**config.mk**
```make
export PLATFORM = sky130hd
export DESIGN_NAME = ps2_kbd_68k_flat
export DESIGN_NICKNAME = d
export VERILOG_FILES = /design/src/rtl/ps2_kbd_68k_pkg.sv /design/src/rtl/ps2_kbd_68k_if.sv /design/src/rtl/ps2_kbd_68k_fifo.sv /design/src/rtl/ps2_kbd_68k.sv /design/src/flat_wrapper.sv
export SDC_FILE = /design/constraint.sdc
export NUM_CORES = 1
export LEC_CHECK = 0
export BUFFER_PORTS_ARGS = -buffer_cell sky130_fd_sc_hd__buf_2
export CAP_MARGIN = 10
export CORE_ASPECT_RATIO = 2
export CORE_UTILIZATION = 54
export CTS_CLUSTER_SIZE = 12
export DETAILED_ROUTE_END_ITERATION = 6
export MAX_ROUTING_LAYER = met4
export PLACE_DENSITY_LB_ADDON = 0.08
export REMOVE_ABC_BUFFERS = 1
export SYNTH_ARGS = -nofsm -noshare
export SYNTH_HDL_FRONTEND = slang
export SYNTH_SLANG_ARGS = --single-unit
```
**constraint.sdc**
```tcl
create_clock -name clk -period 3.2 [get_ports clk]
set_input_delay 0.48 -clock clk [delete_from_list [all_inputs] [get_ports clk]]
set_output_delay 0.48 -clock clk [all_outputs]
set_load 0.02 [all_outputs]
```
**src/rtl/ps2_kbd_68k_pkg.sv**
```systemverilog
// Shared definitions for the PS/2 keyboard peripheral: register map,
// CONTROL bit positions and key-event width.
package kbd_pkg;

    localparam int unsigned EVT_W = 10;

    typedef enum logic [1:0] {
        KBD_DATA   = 2'd0,
        KBD_STATUS = 2'd1,
        KBD_CTRL   = 2'd2,
        KBD_RSVD   = 2'd3
    } kbd_reg_e;

    localparam int unsigned CTRL_IRQ_EN  = 0;
    localparam int unsigned CTRL_FLUSH   = 1;
    localparam int unsigned CTRL_CLR_OVF = 2;

    function automatic logic [15:0] status_word(input logic       not_empty,
                                                input logic       full,
                                                input logic       ovf,
                                                input logic [7:0] count);
        return {count, 5'b0, ovf, full, not_empty};
    endfunction

endpackage

```
**src/rtl/ps2_kbd_68k_if.sv**
```systemverilog
// 68k bus slice seen by the keyboard peripheral, plus its interrupt outputs.
interface ps2_kbd_68k_if;
    logic        cs;
    logic        as_n;
    logic        rw;
    logic        lds_n;
    logic [1:0]  addr;
    logic [7:0]  din;
    logic [15:0] dout;
    logic [2:0]  ipl_n;
    logic        irq;

    modport master (output cs, as_n, rw, lds_n, addr, din,
                    input  dout, ipl_n, irq);
    modport slave  (input  cs, as_n, rw, lds_n, addr, din,
                    output dout, ipl_n, irq);
endinterface

```
**src/rtl/ps2_kbd_68k_fifo.sv**
```systemverilog
// Synchronous FIFO with flush; a push while full is accepted only when a
// same-cycle pop frees the slot, otherwise it is dropped and reported.
module sync_fifo #(
    parameter int unsigned WIDTH      = 10,
    parameter int unsigned DEPTH_LOG2 = 4
) (
    input  logic                  clk_i,
    input  logic                  rst_ni,
    input  logic                  push_i,
    input  logic                  pop_i,
    input  logic                  flush_i,
    input  logic [WIDTH-1:0]      wdata_i,
    output logic [WIDTH-1:0]      rdata_o,
    output logic                  full_o,
    output logic                  empty_o,
    output logic [DEPTH_LOG2:0]   count_o,
    output logic                  drop_o
);
    localparam int unsigned DEPTH = 1 << DEPTH_LOG2;
    localparam logic [DEPTH_LOG2:0] FULL_CNT = {1'b1, {DEPTH_LOG2{1'b0}}};

    logic [WIDTH-1:0]      mem_q [DEPTH];
    logic [DEPTH_LOG2-1:0] wr_ptr_q, rd_ptr_q;
    logic [DEPTH_LOG2:0]   count_q, count_d;
    logic                  push_ok, pop_ok;

    assign empty_o = (count_q == '0);
    assign full_o  = (count_q == FULL_CNT);
    assign count_o = count_q;
    assign rdata_o = mem_q[rd_ptr_q];

    assign pop_ok  = pop_i & ~empty_o;
    assign push_ok = push_i & (~full_o | pop_ok);
    assign drop_o  = push_i & ~push_ok & ~flush_i;

    always_comb begin
        count_d = count_q;
        unique case ({push_ok, pop_ok})
            2'b10:   count_d = count_q + 1'b1;
            2'b01:   count_d = count_q - 1'b1;
            default: count_d = count_q;
        endcase
    end

    always_ff @(posedge clk_i or negedge rst_ni) begin
        if (!rst_ni) begin
            wr_ptr_q <= '0;
            rd_ptr_q <= '0;
            count_q  <= '0;
        end else if (flush_i) begin
            wr_ptr_q <= '0;
            rd_ptr_q <= '0;
            count_q  <= '0;
        end else begin
            if (push_ok) wr_ptr_q <= wr_ptr_q + 1'b1;
            if (pop_ok)  rd_ptr_q <= rd_ptr_q + 1'b1;
            count_q <= count_d;
        end
    end

    always_ff @(posedge clk_i) begin
        if (push_ok && !flush_i) mem_q[wr_ptr_q] <= wdata_i;
    end

endmodule

```
**src/rtl/ps2_kbd_68k.sv**
```systemverilog
// PS/2 keyboard peripheral for the 68000 bus: captures key events into a
// FIFO and exposes DATA/STATUS/CONTROL registers with an optional level IRQ.
module ps2_kbd_68k
    import kbd_pkg::*;
#(
    parameter int unsigned DEPTH_LOG2 = 4,
    parameter logic [2:0]  IRQ_LEVEL  = 3'd2
) (
    input  logic           clk,
    input  logic           reset_n,
    input  logic [10:0]    ps2_key,
    ps2_kbd_68k_if.slave   bus
);
    logic                tog_q, armed_q;
    logic                rd_q, rd_d;
    logic                wr_q, wr_d;
    logic [2:0]          wdat_q;
    logic                irq_en_q, ovf_q;

    logic                evt, pop, wr_fire, flush;
    logic [EVT_W-1:0]    fifo_rdata;
    logic                fifo_full, fifo_empty, fifo_drop;
    logic [DEPTH_LOG2:0] fifo_count;
    logic                irq;
    logic                unused_din;

    assign unused_din = ^bus.din[7:3];

    // armed_q keeps the first post-reset sample from looking like a toggle
    assign evt = armed_q & (tog_q ^ ps2_key[10]);

    assign rd_d = bus.cs & bus.rw & ~bus.as_n & (bus.addr == KBD_DATA);
    assign wr_d = bus.cs & ~bus.rw & ~bus.as_n & ~bus.lds_n & (bus.addr == KBD_CTRL);

    // Both actions fire on the as_n rising edge that ends the bus cycle
    assign pop     = rd_q & bus.as_n;
    assign wr_fire = wr_q & bus.as_n;
    assign flush   = wr_fire & wdat_q[CTRL_FLUSH];

    always_ff @(posedge clk or negedge reset_n) begin
        if (!reset_n) begin
            tog_q    <= 1'b0;
            armed_q  <= 1'b0;
            rd_q     <= 1'b0;
            wr_q     <= 1'b0;
            wdat_q   <= '0;
            irq_en_q <= 1'b0;
            ovf_q    <= 1'b0;
        end else begin
            tog_q   <= ps2_key[10];
            armed_q <= 1'b1;
            rd_q    <= rd_d;
            wr_q    <= wr_d;
            if (wr_d) wdat_q <= bus.din[2:0];
            if (wr_fire) irq_en_q <= wdat_q[CTRL_IRQ_EN];
            if (wr_fire && wdat_q[CTRL_CLR_OVF]) ovf_q <= 1'b0;
            else if (fifo_drop)                  ovf_q <= 1'b1;
        end
    end

    sync_fifo #(
        .WIDTH      (EVT_W),
        .DEPTH_LOG2 (DEPTH_LOG2)
    ) u_fifo (
        .clk_i   (clk),
        .rst_ni  (reset_n),
        .push_i  (evt),
        .pop_i   (pop),
        .flush_i (flush),
        .wdata_i (ps2_key[9:0]),
        .rdata_o (fifo_rdata),
        .full_o  (fifo_full),
        .empty_o (fifo_empty),
        .count_o (fifo_count),
        .drop_o  (fifo_drop)
    );

    always_comb begin
        bus.dout = '0;
        if (bus.cs && !bus.as_n) begin
            case (bus.addr)
                KBD_DATA:   bus.dout = fifo_empty ? '0 : {1'b1, 5'b0, fifo_rdata};
                KBD_STATUS: bus.dout = status_word(~fifo_empty, fifo_full, ovf_q,
                                                   8'(fifo_count));
                KBD_CTRL:   bus.dout = {15'b0, irq_en_q};
                default:    bus.dout = '0;
            endcase
        end
    end

    assign irq       = irq_en_q & ~fifo_empty;
    assign bus.irq   = irq;
    assign bus.ipl_n = irq ? ~IRQ_LEVEL : 3'b111;

endmodule

```
**src/flat_wrapper.sv**
```systemverilog
// flat-port wrapper written by rule: the top's interface ports become plain ports
module ps2_kbd_68k_flat import kbd_pkg::*;
#(
    parameter int unsigned DEPTH_LOG2 = 4,
    parameter logic [2:0]  IRQ_LEVEL  = 3'd2
)
  (clk, reset_n, ps2_key, bus_cs, bus_as_n, bus_rw, bus_lds_n, bus_addr, bus_din, bus_dout, bus_ipl_n, bus_irq);
  ps2_kbd_68k_if bus_i ();
  input  logic clk;
  input  logic reset_n;
  input  logic [10:0] ps2_key;
  input wire logic [$bits(bus_i.cs)-1:0] bus_cs;
  input wire logic [$bits(bus_i.as_n)-1:0] bus_as_n;
  input wire logic [$bits(bus_i.rw)-1:0] bus_rw;
  input wire logic [$bits(bus_i.lds_n)-1:0] bus_lds_n;
  input wire logic [$bits(bus_i.addr)-1:0] bus_addr;
  input wire logic [$bits(bus_i.din)-1:0] bus_din;
  output wire logic [$bits(bus_i.dout)-1:0] bus_dout;
  output wire logic [$bits(bus_i.ipl_n)-1:0] bus_ipl_n;
  output wire logic [$bits(bus_i.irq)-1:0] bus_irq;
  assign bus_i.cs = bus_cs;
  assign bus_i.as_n = bus_as_n;
  assign bus_i.rw = bus_rw;
  assign bus_i.lds_n = bus_lds_n;
  assign bus_i.addr = bus_addr;
  assign bus_i.din = bus_din;
  assign bus_dout = bus_i.dout;
  assign bus_ipl_n = bus_i.ipl_n;
  assign bus_irq = bus_i.irq;
  ps2_kbd_68k #(.DEPTH_LOG2(DEPTH_LOG2), .IRQ_LEVEL(IRQ_LEVEL)) u_core (.clk(clk), .reset_n(reset_n), .ps2_key(ps2_key), .bus(bus_i));
endmodule
```
== After elaboration in Yosys (flattened, before gate mapping) ==
Memory sizes are Yosys's and may differ from the RTL's.
Index checks and enable logic that the tools add are counted.
Storage, ports and cells
  register bits: 22
  latch bits: 0
  RAM bits: 160
  ROM bits: 0
  output and inout bits: 20
  word-level logic and storage cells: 70
  memories: 1
Memory list
  u_core.u_fifo.mem_q: words 16, width 10, rd ports 1, clocked after Yosys merged registers in 0, wr ports 1, RTL line ps2_kbd_68k_fifo.sv:22  | logic [WIDTH-1:0] mem_q [DEPTH];
Cells by class
  $add $sub $neg: 4
  multiply operators: 0
  div/mod/pow operators: 0
  order comparisons: 0
  eq/ne operators: 5
  shift-type cells: 0
  multiplexer cells: 14
  bitwise logic cells: 25
  reduce and logical (&&, ||, !) cells: 11
Operators by type and width (count)
  $pmux 16 s3: 1
  $mux 16: 2
  $and 1x1->1: 16
  $mux 4: 4
  $pmux 5 s2: 1
  $add 4x1->4 const B: 2
  $not 1->1: 7
  $reduce_bool 2->1: 3
  $add 5x1->5 const B: 1
  $eq 5x5->1 const B: 1
  $logic_not 5->1: 1
  $mux 5: 1
  $sub 5x1->5 const B: 1
  $eq 2x1->1 const B: 2
  $eq 2x2->1 const B: 2
  $mux 1: 4
  $logic_and 1x1->1: 3
  $reduce_bool 3->1: 1
  $logic_not 1->1: 2
  $logic_not 2->1: 1
  $mux 2: 1
  $or 1x1->1: 1
  $xor 1x1->1: 1

== Depth between registers and ports, before layout ==
  word-level depth: 10
  depth in mapped cells: 13

== Modules after synthesis ==
Synthesis repeated with hierarchy kept, for this count alone.
Second synthesis, totals
  cell total of the unflattened synthesis: 398
  area, all modules: 7547.2 µm²
By module, submodules not included
  sync_fifo: instances 1, cells each 339, area an instance 6974.2 µm²
  ps2_kbd_68k: instances 1, cells each 59, area an instance 573.0 µm²

== Worst setup path before layout ==
No wires, ideal clock.
  path kind: flip-flop to flip-flop
  from: register u_core.u_fifo.count_q[2], in the netlist u_core.u_fifo.count_o[2]
  to: register u_core.u_fifo.count_q[4], in the netlist u_core.u_fifo.count_o[4]
  data arrival time: 2.848 ns
  data required time: 3.121 ns
  setup slack: 0.273 ns
  cell stages (with the launch flop): 13
  buffers on the path: 3
  clock period less this slack: 2.927 ns
  cells stage by stage: dfrtp_1 -> buf_2 -> or4_1 -> buf_2 -> o211ai_4 -> ha_1 -> clkbuf_1 -> xor2_1 -> ha_1 -> a21oi_1 -> o31a_1 -> a31oi_1 -> mux2i_1
On the way
  word-level cells in the longest chain between the ends: 8
  elaborated cells between the ends (all ways): 14
  classes of those cells: 2 x add/sub; 3 x eq/ne; 2 x mux; 5 x bitwise; 2 x reduce/logical
Ends and longest elaborated chain
  start, declared: RTL line ps2_kbd_68k_fifo.sv:24  | logic [DEPTH_LOG2:0] count_q, count_d;
  start signal, assigned: RTL line ps2_kbd_68k_fifo.sv:57  | count_q <= count_d;
  $logic_not 5->1: RTL line ps2_kbd_68k_fifo.sv:27  | assign empty_o = (count_q == '0);
  $not 1->1: RTL line ps2_kbd_68k_fifo.sv:32  | assign pop_ok = pop_i & ~empty_o;
  $and 1x1->1: RTL line ps2_kbd_68k_fifo.sv:32
  $or 1x1->1: RTL line ps2_kbd_68k_fifo.sv:33  | assign push_ok = push_i & (~full_o | pop_ok);
  $and 1x1->1: RTL line ps2_kbd_68k_fifo.sv:33
  $eq 2x1->1 or $eq 2x2->1 (tied branches): RTL line ps2_kbd_68k_fifo.sv:38  | unique case ({push_ok, pop_ok})
  $pmux 5 s2: RTL line ps2_kbd_68k_fifo.sv:38
  $mux 5: RTL line ps2_kbd_68k_fifo.sv:50  | end else if (flush_i) begin
Parallel ways exist; a longest one is shown, timed or not.
A chain may end at the register's enable or synchronous reset.

== Final worst setup path ==
  from: register u_core.u_fifo.rd_ptr_q[1]
  to: output port bus_dout[1]
On the way
  word-level cells in the longest chain between the ends: 4
Ends and longest elaborated chain
  start, declared: RTL line ps2_kbd_68k_fifo.sv:23  | logic [DEPTH_LOG2-1:0] wr_ptr_q, rd_ptr_q;
  start signal, assigned: RTL line ps2_kbd_68k_fifo.sv:56  | if (pop_ok) rd_ptr_q <= rd_ptr_q + 1'b1;
  $mem_v2 16x10
  $mux 16: RTL line ps2_kbd_68k.sv:82  | KBD_DATA: bus.dout = fifo_empty ? '0 : {1'b1, 5'b0, fifo_rdata};
  $pmux 16 s3: RTL line ps2_kbd_68k.sv:81  | case (bus.addr)
  $mux 16: RTL line ps2_kbd_68k.sv:80  | if (bus.cs && !bus.as_n) begin
  end, declared: RTL line flat_wrapper.sv:18  | output wire logic [$bits(bus_i.dout)-1:0] bus_dout;
No other way between the ends.

==> qor.yml <==
synth_top_flop_cell: "edfxtp_1"
final_common_cell: "edfxtp_1"
path_cells: "buf_12 > mux4_1 > mux4_2 > a22o_1 > buf_2"
clockRootBuffer: "clkbuf_16"
critPathMaxStageDelay_ns: 0.65
syn_area_per_cell_um2: 18.42
skew_ns: 0.009874
slowest_stage: "mux4_1"
grt_pass1_wl_mm: 23.86
ir_worst_vdd_v: 0.0004015
routedWlPerCell_um: 23.54
grt_max_degree: 40
drv_slew: 0
die_height_um: 169.9
ant_nets: 0
synth_seq_cells: 182
synth.distinct_cells: 45
max_slew.worst_pin.slew_ns: 0.7217
finalCriticalPeriod_ns: 3.059
cts_tree: "built"
synth_area_leader_cell: "edfxtp_1"
coreArea_um2: 13810
rows: 61
status: "finished clean"
arrival_ns: 2.58
switching_power_mw: 1.702
place_hpwl_mm: 10.62
h-tree-depth: 4
cts.sinks: 182
antenna_found_initial: 0
cp-end-kind: "output port"
fillCellCount: 1003
period_share_pct: 95.58
path_clk_slew_ns: 0.07
ys_async_sr_fraction_pct: 12.09
synth_top_area_share_pct: 63.16
rsz0062_at_grt: "false"
power_frac_comb_pct: 19.9
slew_headroom_pct: 51.89
power_density_nw_per_um2: 729.6
route.vias.total: 3935
p_int_mw: 4.710
gp_congestion: 0.7499
p_sw_share_pct: 26.54
avgViaCountPerCell: 5.787
hold_viol: 0
drcViolationCount: 0
seqPwrFrac_pct: 45.8
cts_resized: 0
clk_latency_ns: 0.43
die_x_um: 85.93
io_pins: 47
start_util_pct: 55.07
io_buffer_count: 37
maxClockFrequency_mhz: 326.9
final_cell_mix: "160 x edfxtp_1, 37 x buf_2, 32 x buf_4, 31 x mux4_2, 27 x nor2_1"
cts_buffer_depth: 2
postCtsSetupBuffers: 0
layout-drive-gt1-share_pct: 29.53
required_ns: 2.72
multi_input_area_um2: 2086
num_antenna_cells: 0
dr.pass1.iters: 4
maxCapViolCount: 0
nets: 513
dp_slack_ns: 0.3632
grt_use_total_pct: 24.39
start_kind: "register"
tns_ns: 0
hold_buffers: 0
areaGrowthSynthToFinish_pct: 15.51
cp_max_fo: 39
power_leakage_nw: 3.073
yosysWarnings: 0
setup_viol: 0
syn_inst: 413
grt_pass1_vias: 4083
dieArea_um2: 14590
cts-buffers-inserted: 17
synth_edf_count: 160
setup_slack_ns: 0.1413
p_clk_share_pct: 34.3
initialDrtViolationCount: 224
hp-class: "input pin to async pin"
seqCellArea_um2: 5358
synthTopCellsByArea: "edfxtp_1 63%, mux4_2 9.2%, dfrtp_1 7.2%, mux4_1 4.8%, nor2_1 1.3%"
gr-total-overflow: 0
worstSetupPathType: "register to output port"
ys_seq_area_share_pct: 70.39
routed_wl_mm: 16.01
syn_area_um2: 7607
## power groups by stage
stage,Sequential (mW),Combinational [mW],Clock (mW)
after floorplan,3.04,0.724,0
after global placement,2.98,1.26,0
after detailed placement,2.99,1.29,0
after CTS,2.94,1.30,2.23
after global routing,2.96,1.38,2.31
final,2.94,1.28,2.20
## sequential cells by signal (all words and copies together), names as in the netlist, 3 cells and up
register                flops
u_core.u_fifo.count_o       5
u_core.u_fifo.mem_q       160
u_core.u_fifo.rd_ptr_q      4
u_core.u_fifo.wr_ptr_q      4
u_core.wdat_q               3
## layer usage
metal	up-vias	share of wire (%)	GRT usage (%)
li1	1767	-	-
met1	2048	36	25.49
met2	95	58	44.06
met3	25	2.8	3.783
met4	0	2.9	11.59
met5	-	0	-
## cells by family (layout without fill, tap and decap cells)
| family | after synthesis | in the layout | share of synthesized area (%) |
|---|---|---|---|
| compound gates | 42 | 42 | 3.981 |
| xor+xnor | 7 | 7 | 0.8059 |
| buf+inv | 37 | 112 | 2.599 |
| flops | 182 | 182 | 70.39 |
| fa+ha+maj | 8 | 8 | 1.316 |
| simple gates | 76 | 76 | 4.885 |
| other cells | 2 | 5 | 0.09872 |
| mux | 59 | 59 | 15.92 |
## worst paths after layout
path                                      startpoint                         to  slack, ns  cells past startpoint
min in group clk                         ps2_key[10]               u_core.tog_q       0.18                      1
max in group asynchronous                    reset_n  u_core.u_fifo.rd_ptr_q[0]       2.80                      1
setup reg to reg            u_core.u_fifo.count_o[3]   u_core.u_fifo.count_o[4]       0.37                      9
setup / recovery           u_core.u_fifo.rd_ptr_q[1]                bus_dout[1]       0.14                      5
hold reg to reg                     u_core.wdat_q[2]               u_core.ovf_q       0.49                      1
hold / removal                               reset_n  u_core.u_fifo.wr_ptr_q[0]       0.02                      1
## cell type report
cell class                      count  area share [%]
Clock buffer                       19           4.927
Clock inverter                     13           2.179
Inverter                           10          0.4272
Multi-Input combinational cell    197           23.74
Sequential cell                   182           60.97
Tap cell                          189           2.691
Timing Repair Buffer               70           5.069
## synth_stat cells (all sizes together) (2+ instances only)
| library cell | n |
|---|---|
| inv | 10 |
| and2 | 4 |
| or3 | 4 |
| nor3 | 10 |
| a22o | 4 |
| and3 | 2 |
| xnor2 | 2 |
| xor2 | 5 |
| dfrtp | 22 |
| mux2 | 4 |
| a21oi | 8 |
| o2bb2ai | 2 |
| nand2b | 4 |
| o21ai | 13 |
| nand3 | 8 |
| nand2 | 9 |
| clkbuf | 10 |
| mux4 | 45 |
| mux2i | 10 |
| o21a | 5 |
| edfxtp | 160 |
| nor2 | 27 |
| buf | 17 |
| a31oi | 3 |
| nor4b | 2 |
| conb | 2 |
| ha | 8 |
## per-stage QoR
| stage | total power, mW | utilization (%) | instances | hold slack [ns] | area (um2) |
|---|---|---|---|---|---|
| floorplan | 3.767 | - | 389 | 0.1844 | 7458 |
| global placement | 4.244 | 59.09 | 648 | 0.4806 | 8163 |
| detailed placement | 4.282 | 59.09 | 648 | 0.4876 | 8163 |
| CTS | 6.475 | 63.61 | 680 | 0.02669 | 8787 |
| global route | 6.654 | 63.61 | 680 | 0.04456 | 8787 |
| finish | 6.411 | 63.61 | 680 | 0.02441 | 8787 |
## worst max-delay path: cells and delay by family, from the launching register on
family | cells | cell delay, ns
mux | 2 | 1.16
buf+inv | 2 | 0.40
compound gates | 1 | 0.20
flops | 1 | 0.37
(Power assumes the default switching activity.)
